[config.mk]
export PLATFORM = sky130hd
export DESIGN_NAME = fft_tw_mul8
export DESIGN_NICKNAME = d
export VERILOG_FILES = /design/src/rtl/fft_pkg.sv /design/src/rtl/cmul_pipe.sv /design/src/rtl/fft_tw_mul8.sv
export SDC_FILE = /design/constraint.sdc
export NUM_CORES = 2
export LEC_CHECK = 0
export ABC_AREA = 1
export CORE_ASPECT_RATIO = 1.2
export CORE_MARGIN = 4
export CORE_UTILIZATION = 37
export DETAILED_ROUTE_END_ITERATION = 8
export PLACE_DENSITY = 0.55
export SETUP_SLACK_MARGIN = 0.02
export SLEW_MARGIN = 20
export SYNTH_ARGS = -nofsm -noshare
export SYNTH_HDL_FRONTEND = slang
export SYNTH_SLANG_ARGS = --single-unit
[constraint.sdc]
create_clock -name clk -period 14.8 [get_ports clk]
set_input_delay 2.96 -clock clk [delete_from_list [all_inputs] [get_ports clk]]
set_output_delay 2.96 -clock clk [all_outputs]
set_load 0.01 [all_outputs]
[src/rtl/fft_pkg.sv]
`default_nettype none
// +----------------------------------------------------------------------------+
// | Module      : fft_pkg                                                      |
// | Description : Shared widths, sample types and round/saturate helper for    |
// |               the 8-point FFT twiddle multiplier.                          |
// | Revision    : 1.0 - initial release                                        |
// +----------------------------------------------------------------------------+
package fft_pkg;

    localparam int DW   = 10;
    localparam int TW   = 10;
    localparam int FRAC = 8;
    localparam int N_PT = 8;

    localparam int C_AW = $clog2(N_PT);
    localparam int C_PW = DW + TW;
    localparam int C_SW = DW + TW + 1;

    typedef struct packed {
        logic signed [DW-1:0] re;
        logic signed [DW-1:0] im;
    } cplx_t;

    typedef struct packed {
        logic signed [TW-1:0] re;
        logic signed [TW-1:0] im;
    } tw_t;

    // Round half up, drop FRAC bits, clip to the signed DW range.
    function automatic logic signed [DW-1:0] sat_round(input logic signed [C_SW-1:0] v);
        logic signed [C_SW-1:0] r;
        r = v + C_SW'(1 << (FRAC - 1));
        r = r >>> FRAC;
        if (r[C_SW-1:DW-1] == {(C_SW-DW+1){r[C_SW-1]}}) begin
            return r[DW-1:0];
        end
        return r[C_SW-1] ? {1'b1, {(DW-1){1'b0}}} : {1'b0, {(DW-1){1'b1}}};
    endfunction

endpackage
`default_nettype wire

[src/rtl/cmul_pipe.sv]
`default_nettype none
// +----------------------------------------------------------------------------+
// | Module      : cmul_pipe                                                    |
// | Description : Two-stage complex multiply (products, then sum/round/sat)    |
// |               with a shared advance enable.                                |
// | Revision    : 1.0 - initial release                                        |
// +----------------------------------------------------------------------------+
module cmul_pipe
    import fft_pkg::*;
(
    input  logic  clk,
    input  logic  rst,
    input  logic  en,
    input  logic  in_valid,
    input  logic  in_last,
    input  cplx_t x,
    input  tw_t   w,
    output logic  out_valid,
    output logic  out_last,
    output cplx_t y
);

    logic signed [C_PW-1:0] ar_d, bi_d, ai_d, br_d;
    logic signed [C_PW-1:0] ar_q, bi_q, ai_q, br_q;
    logic                   v2_d, v2_q, l2_d, l2_q;
    logic signed [C_SW-1:0] w_pr, w_pi;
    cplx_t                  y_d, y_q;
    logic                   vo_d, vo_q, lo_d, lo_q;

    always_comb begin
        ar_d = ar_q;
        bi_d = bi_q;
        ai_d = ai_q;
        br_d = br_q;
        v2_d = v2_q;
        l2_d = l2_q;
        y_d  = y_q;
        vo_d = vo_q;
        lo_d = lo_q;
        w_pr = C_SW'(ar_q) - C_SW'(bi_q);
        w_pi = C_SW'(ai_q) + C_SW'(br_q);
        if (en) begin
            ar_d = C_PW'($signed(x.re)) * C_PW'($signed(w.re));
            bi_d = C_PW'($signed(x.im)) * C_PW'($signed(w.im));
            ai_d = C_PW'($signed(x.re)) * C_PW'($signed(w.im));
            br_d = C_PW'($signed(x.im)) * C_PW'($signed(w.re));
            v2_d = in_valid;
            l2_d = in_last;
            y_d.re = sat_round(w_pr);
            y_d.im = sat_round(w_pi);
            vo_d = v2_q;
            lo_d = l2_q;
        end
    end

    always_ff @(posedge clk or posedge rst) begin
        if (rst) begin
            ar_q <= '0;
            bi_q <= '0;
            ai_q <= '0;
            br_q <= '0;
            v2_q <= 1'b0;
            l2_q <= 1'b0;
            y_q  <= '0;
            vo_q <= 1'b0;
            lo_q <= 1'b0;
        end else begin
            ar_q <= ar_d;
            bi_q <= bi_d;
            ai_q <= ai_d;
            br_q <= br_d;
            v2_q <= v2_d;
            l2_q <= l2_d;
            y_q  <= y_d;
            vo_q <= vo_d;
            lo_q <= lo_d;
        end
    end

    assign out_valid = vo_q;
    assign out_last  = lo_q;
    assign y         = y_q;

endmodule
`default_nettype wire

[src/rtl/fft_tw_mul8.sv]
`default_nettype none
// +----------------------------------------------------------------------------+
// | Module      : fft_tw_mul8                                                  |
// | Description : Streaming twiddle multiplier for an 8-point FFT stage; owns  |
// |               the block index counter, ROM address and handshakes.         |
// | Revision    : 1.0 - initial release                                        |
// +----------------------------------------------------------------------------+
module fft_tw_mul8
    import fft_pkg::*;
(
    input  logic                 clk,
    input  logic                 rst,
    input  logic                 in_valid,
    output logic                 in_ready,
    input  logic                 in_sop,
    input  logic signed [DW-1:0] in_re,
    input  logic signed [DW-1:0] in_im,
    output logic [2:0]           tw_addr,
    input  logic signed [TW-1:0] tw_re,
    input  logic signed [TW-1:0] tw_im,
    output logic                 out_valid,
    input  logic                 out_ready,
    output logic signed [DW-1:0] out_re,
    output logic signed [DW-1:0] out_im,
    output logic                 out_last,
    output logic                 sync_err
);

    logic            w_en, w_acc;
    logic [C_AW-1:0] w_eidx, idx_d, idx_q;
    logic            sync_err_d, sync_err_q;
    cplx_t           x1_d, x1_q;
    tw_t             w1_d, w1_q;
    logic            last1_d, last1_q, v1_d, v1_q;
    cplx_t           w_y;

    // The whole pipeline moves as one; out_ready reaches in_ready combinationally.
    assign w_en   = !out_valid || out_ready;
    assign w_acc  = in_valid && w_en;
    assign w_eidx = in_sop ? '0 : idx_q;

    always_comb begin
        idx_d      = idx_q;
        sync_err_d = sync_err_q;
        x1_d       = x1_q;
        w1_d       = w1_q;
        last1_d    = last1_q;
        v1_d       = v1_q;
        if (w_acc) begin
            idx_d = (w_eidx == C_AW'(N_PT - 1)) ? '0 : w_eidx + 1'b1;
            if (in_sop && idx_q != '0) begin
                sync_err_d = 1'b1;
            end
        end
        if (w_en) begin
            x1_d.re = in_re;
            x1_d.im = in_im;
            w1_d.re = tw_re;
            w1_d.im = tw_im;
            last1_d = (w_eidx == C_AW'(N_PT - 1));
            v1_d    = w_acc;
        end
    end

    always_ff @(posedge clk or posedge rst) begin
        if (rst) begin
            idx_q      <= '0;
            sync_err_q <= 1'b0;
            x1_q       <= '0;
            w1_q       <= '0;
            last1_q    <= 1'b0;
            v1_q       <= 1'b0;
        end else begin
            idx_q      <= idx_d;
            sync_err_q <= sync_err_d;
            x1_q       <= x1_d;
            w1_q       <= w1_d;
            last1_q    <= last1_d;
            v1_q       <= v1_d;
        end
    end

    cmul_pipe u_cmul (
        .clk       (clk),
        .rst       (rst),
        .en        (w_en),
        .in_valid  (v1_q),
        .in_last   (last1_q),
        .x         (x1_q),
        .w         (w1_q),
        .out_valid (out_valid),
        .out_last  (out_last),
        .y         (w_y)
    );

    assign in_ready = w_en;
    assign tw_addr  = w_eidx;
    assign out_re   = w_y.re;
    assign out_im   = w_y.im;
    assign sync_err = sync_err_q;

endmodule
`default_nettype wire

==> metrics.md <==
| Metric | Value |
|---|---|
| Slowest CP cell | clkdlybuf4s50_1 |
| Number of synthesized register bits | 150 |
| Vias per cell | 4.647 |
| Post-route antenna net violation count | 0 |
| Die W | 244.2 um |
| Period utilisation layout | 54.01% |
| RSZ-0062 raised after global routing | false |
| Worst-Margin Slew | 1078 ps |
| Mapped Area | 24,780 sq um |
| Slew Viols, Final | 0 |
| Syn Area/Cell | 7.681 sq um |
| Die Footprint | 71,190 sq um |
| Crit-path most repeated cell | clkdlybuf4s50_1 |
| CTS tree | built |
| Clock Latency Late Sink | 510 ps |
| Antenna violations before repair | 1 |
| Number of diodes | 0 |
| Final hold violations | 0 |
| Fmax | 0.1251 GHz |
| Tot GR Track Use | 17.97% |
| Nets@finish | 3,906 |
| Die Y | 291.5 um |
| GRT overflow | 0 |
| Final min period | 7993 ps |
| Max cap viols | 0 |
| Rows | 103 |
| Synth Net Count | 3,907 |
| Vias in the first global route | 19.62k |
| Pin count of the biggest net entering global routing | 90 |
| WL final | 61,130 um |
| Worst Setup Start Kind | primary input |
| Critical path arrival | 5030 ps |
| Filler cell count | 6,906 |
| Setup Viol. Count Final | 0 |
| Endpoint class of the critical path | output port |
| Setup TNS | 0 ps |
| First-pass GRT wire length | 102,000 um |
| Detail Placement HPWL | 47,740 um |
| Cells resized by post-CTS repair | 0 |
| Post-CTS Setup Bufs | 0 |
| Clock skew | 28.09 ps |
| Area grow syn2layout | 8.731% |
| Root buf cell | clkbuf_16 |
| CP max FO | 65 |
| Synth Warn # | 0 |
| Reg area | 3754 sq um |
| Num CTS Buffers | 17 |
| CP peak stage delay | 670 ps |
| Clock Sinks | 150 |
| Share of layout cells above drive strength 1 | 3.057% |
| Bufs on Longest Clock Path | 2 |
| Core area | 66,110 sq um |
| Area of the multi-input gates | 17,520 sq um |
| IO buf count | 71 |
| Clock-pin slew on the worst setup and hold paths | 70 ps |
| Max_slew headroom | 28.15% |
| H-tree depth | 4 |
| Synth Instances | 3,226 |
| Seq/Total Area, Yosys | 15.15% |
| Crit-path cells | clkdlybuf4s50_1 -> nor2_4 -> buf_4 -> inv_4 -> clkdlybuf4s50_1 |
| Hold buffer count at CTS | 0 |
| Drt pass-1 iters | 5 |
| CP Class | in -> out |
| Post-route DRC | 0 |
| Gpl congestion | 0.8444 |
| Detailed-route via count | 19.19k |
| Worst EP required | 11,840 ps |
| Initial drt markers | 1,021 |
| Run status | finished, final reports clean |
| I/O Pins | 72 |
| Initial cell density of the core | 37.48% |
| Hold Crit Class | reg -> reg |
| Distinct cell type count after synthesis | 43 |
| Routed len/inst | 14.80 um |
-- sequential cells by signal, indices dropped and copies added, names as in the netlist --
signal and cells:
w1_q 20, u_cmul.l2_q 1, u_cmul.out_valid 1, u_cmul.bi_q 20
last1_q 1, u_cmul.ai_q 20, idx_q 3, v1_q 1
x1_q 20, u_cmul.out_last 1, sync_err 1, u_cmul.v2_q 1
u_cmul.br_q 20, u_cmul.ar_q 20, u_cmul.y 20
-- cell families (layout without fill, tap and decap cells) --
family,Yosys count,after routing,synth area share [%]
xor gates and xnor gates,85,85,3.005
AOI/OAI and AO/OA,246,246,5.494
and+or+nand+nor,1175,1175,19.02
adders and majority gates,636,636,43.14
buffers and inverters,934,946,14.18
DFF,150,150,15.15
-- through the flow --
| step | setup WS (ps) | util (%) | cell area (sq um) | hold WS, ps | std cells |
|---|---|---|---|---|---|
| 6_report | 6807 | 40.75 | 26940 | 465.0 | 4130 |
| 5_1_grt | 6705 | 40.75 | 26940 | 491.3 | 4130 |
| 4_1_cts | 6757 | 40.75 | 26940 | 468.4 | 4130 |
| 3_5_place_dp | 6759 | 39.84 | 26340 | 455.1 | 4098 |
| 3_3_place_gp | 6775 | 39.84 | 26340 | 444.7 | 4098 |
| 2_1_floorplan | 7804 | - | 24780 | 440.0 | 3226 |
-- final timing paths --
check | start | end | slack (ps) | cells after the start
max in group asynchronous | rst | u_cmul.ar_q[17] | 10400 | 3
hold / removal | sync_err | sync_err | 460 | 1
setup reg to reg | w1_q[9] | u_cmul.ai_q[16] | 8780 | 17
min in group asynchronous | rst | u_cmul.y[1] | 3030 | 2
setup / recovery | out_ready | in_ready | 6810 | 5
hold reg to reg | sync_err | sync_err | 460 | 1
-- area by class of cell --
cell class	instances	share of cell area, %
Inverter	824	11.51
Clock inverter	14	0.5991
Clock buffer	18	1.630
Timing Repair Buffer	90	3.167
Tap cell	892	4.143
Multi-Input combinational cell	2142	65.02
Sequential cell	150	13.93
-- cell usage after synthesis (all sizes together) --
| master | number | share of area (%) |
|---|---|---|
| a21o | 7 | 0.21 |
| clkbuf | 102 | 1.5 |
| ha | 272 | 14 |
| nand4 | 15 | 0.40 |
| and2 | 1 | 0.025 |
| nand3 | 74 | 1.6 |
| clkinv | 1 | 0.015 |
| o22ai | 2 | 0.050 |
| or2 | 13 | 0.33 |
| a31oi | 12 | 0.30 |
| xor2 | 33 | 1.2 |
| nor2 | 110 | 1.7 |
| o2111ai | 1 | 0.035 |
| xnor2 | 52 | 1.8 |
| o31ai | 4 | 0.12 |
| inv | 823 | 12 |
| nor3 | 14 | 0.30 |
| o211ai | 2 | 0.061 |
| nand3b | 1 | 0.030 |
| dfrtp | 150 | 15 |
| buf | 8 | 0.16 |
| nand2 | 944 | 15 |
| a21boi | 5 | 0.17 |
| o21a | 5 | 0.15 |
| a21oi | 93 | 1.9 |
| nor4 | 3 | 0.076 |
| o21ai | 97 | 2.0 |
| fa | 364 | 29 |
| a31o | 2 | 0.071 |
| a211oi | 3 | 0.091 |
| o21bai | 13 | 0.39 |
-- critical path, delay by kind of cell --
| family | cells | cell delay [ps] |
|---|---|---|
| buffers and inverters | 4 | 1970 |
| AND/OR/NAND/NOR | 1 | 60 |
-- placed cells by master, fill, tap and decap left out, types with 14 or more instances in the layout --
cell / instances
o21ai_0: 92
buf_4: 19
nor2_1: 102
xnor2_1: 52
clkbuf_16: 17
a21oi_1: 93
xor2_1: 33
ha_1: 272
nand4_1: 14
fa_1: 364
inv_1: 818
nand3_1: 70
nand2_1: 930
dfrtp_1: 150
clkdlybuf4s50_1: 71
-- layer usage --
metal,part of all wire (%),vias to the layer above,GRT usage (%)
met5,0,-,0
met4,1.8,0,4.298
met3,4.1,50,2.488
met2,47,365,29.99
met1,47,9276,24.80
li1,-,9503,-
Power is left out: the tool's default activity adds up to more than one toggle a clock period on the data nets, which glitch-free logic cannot reach.
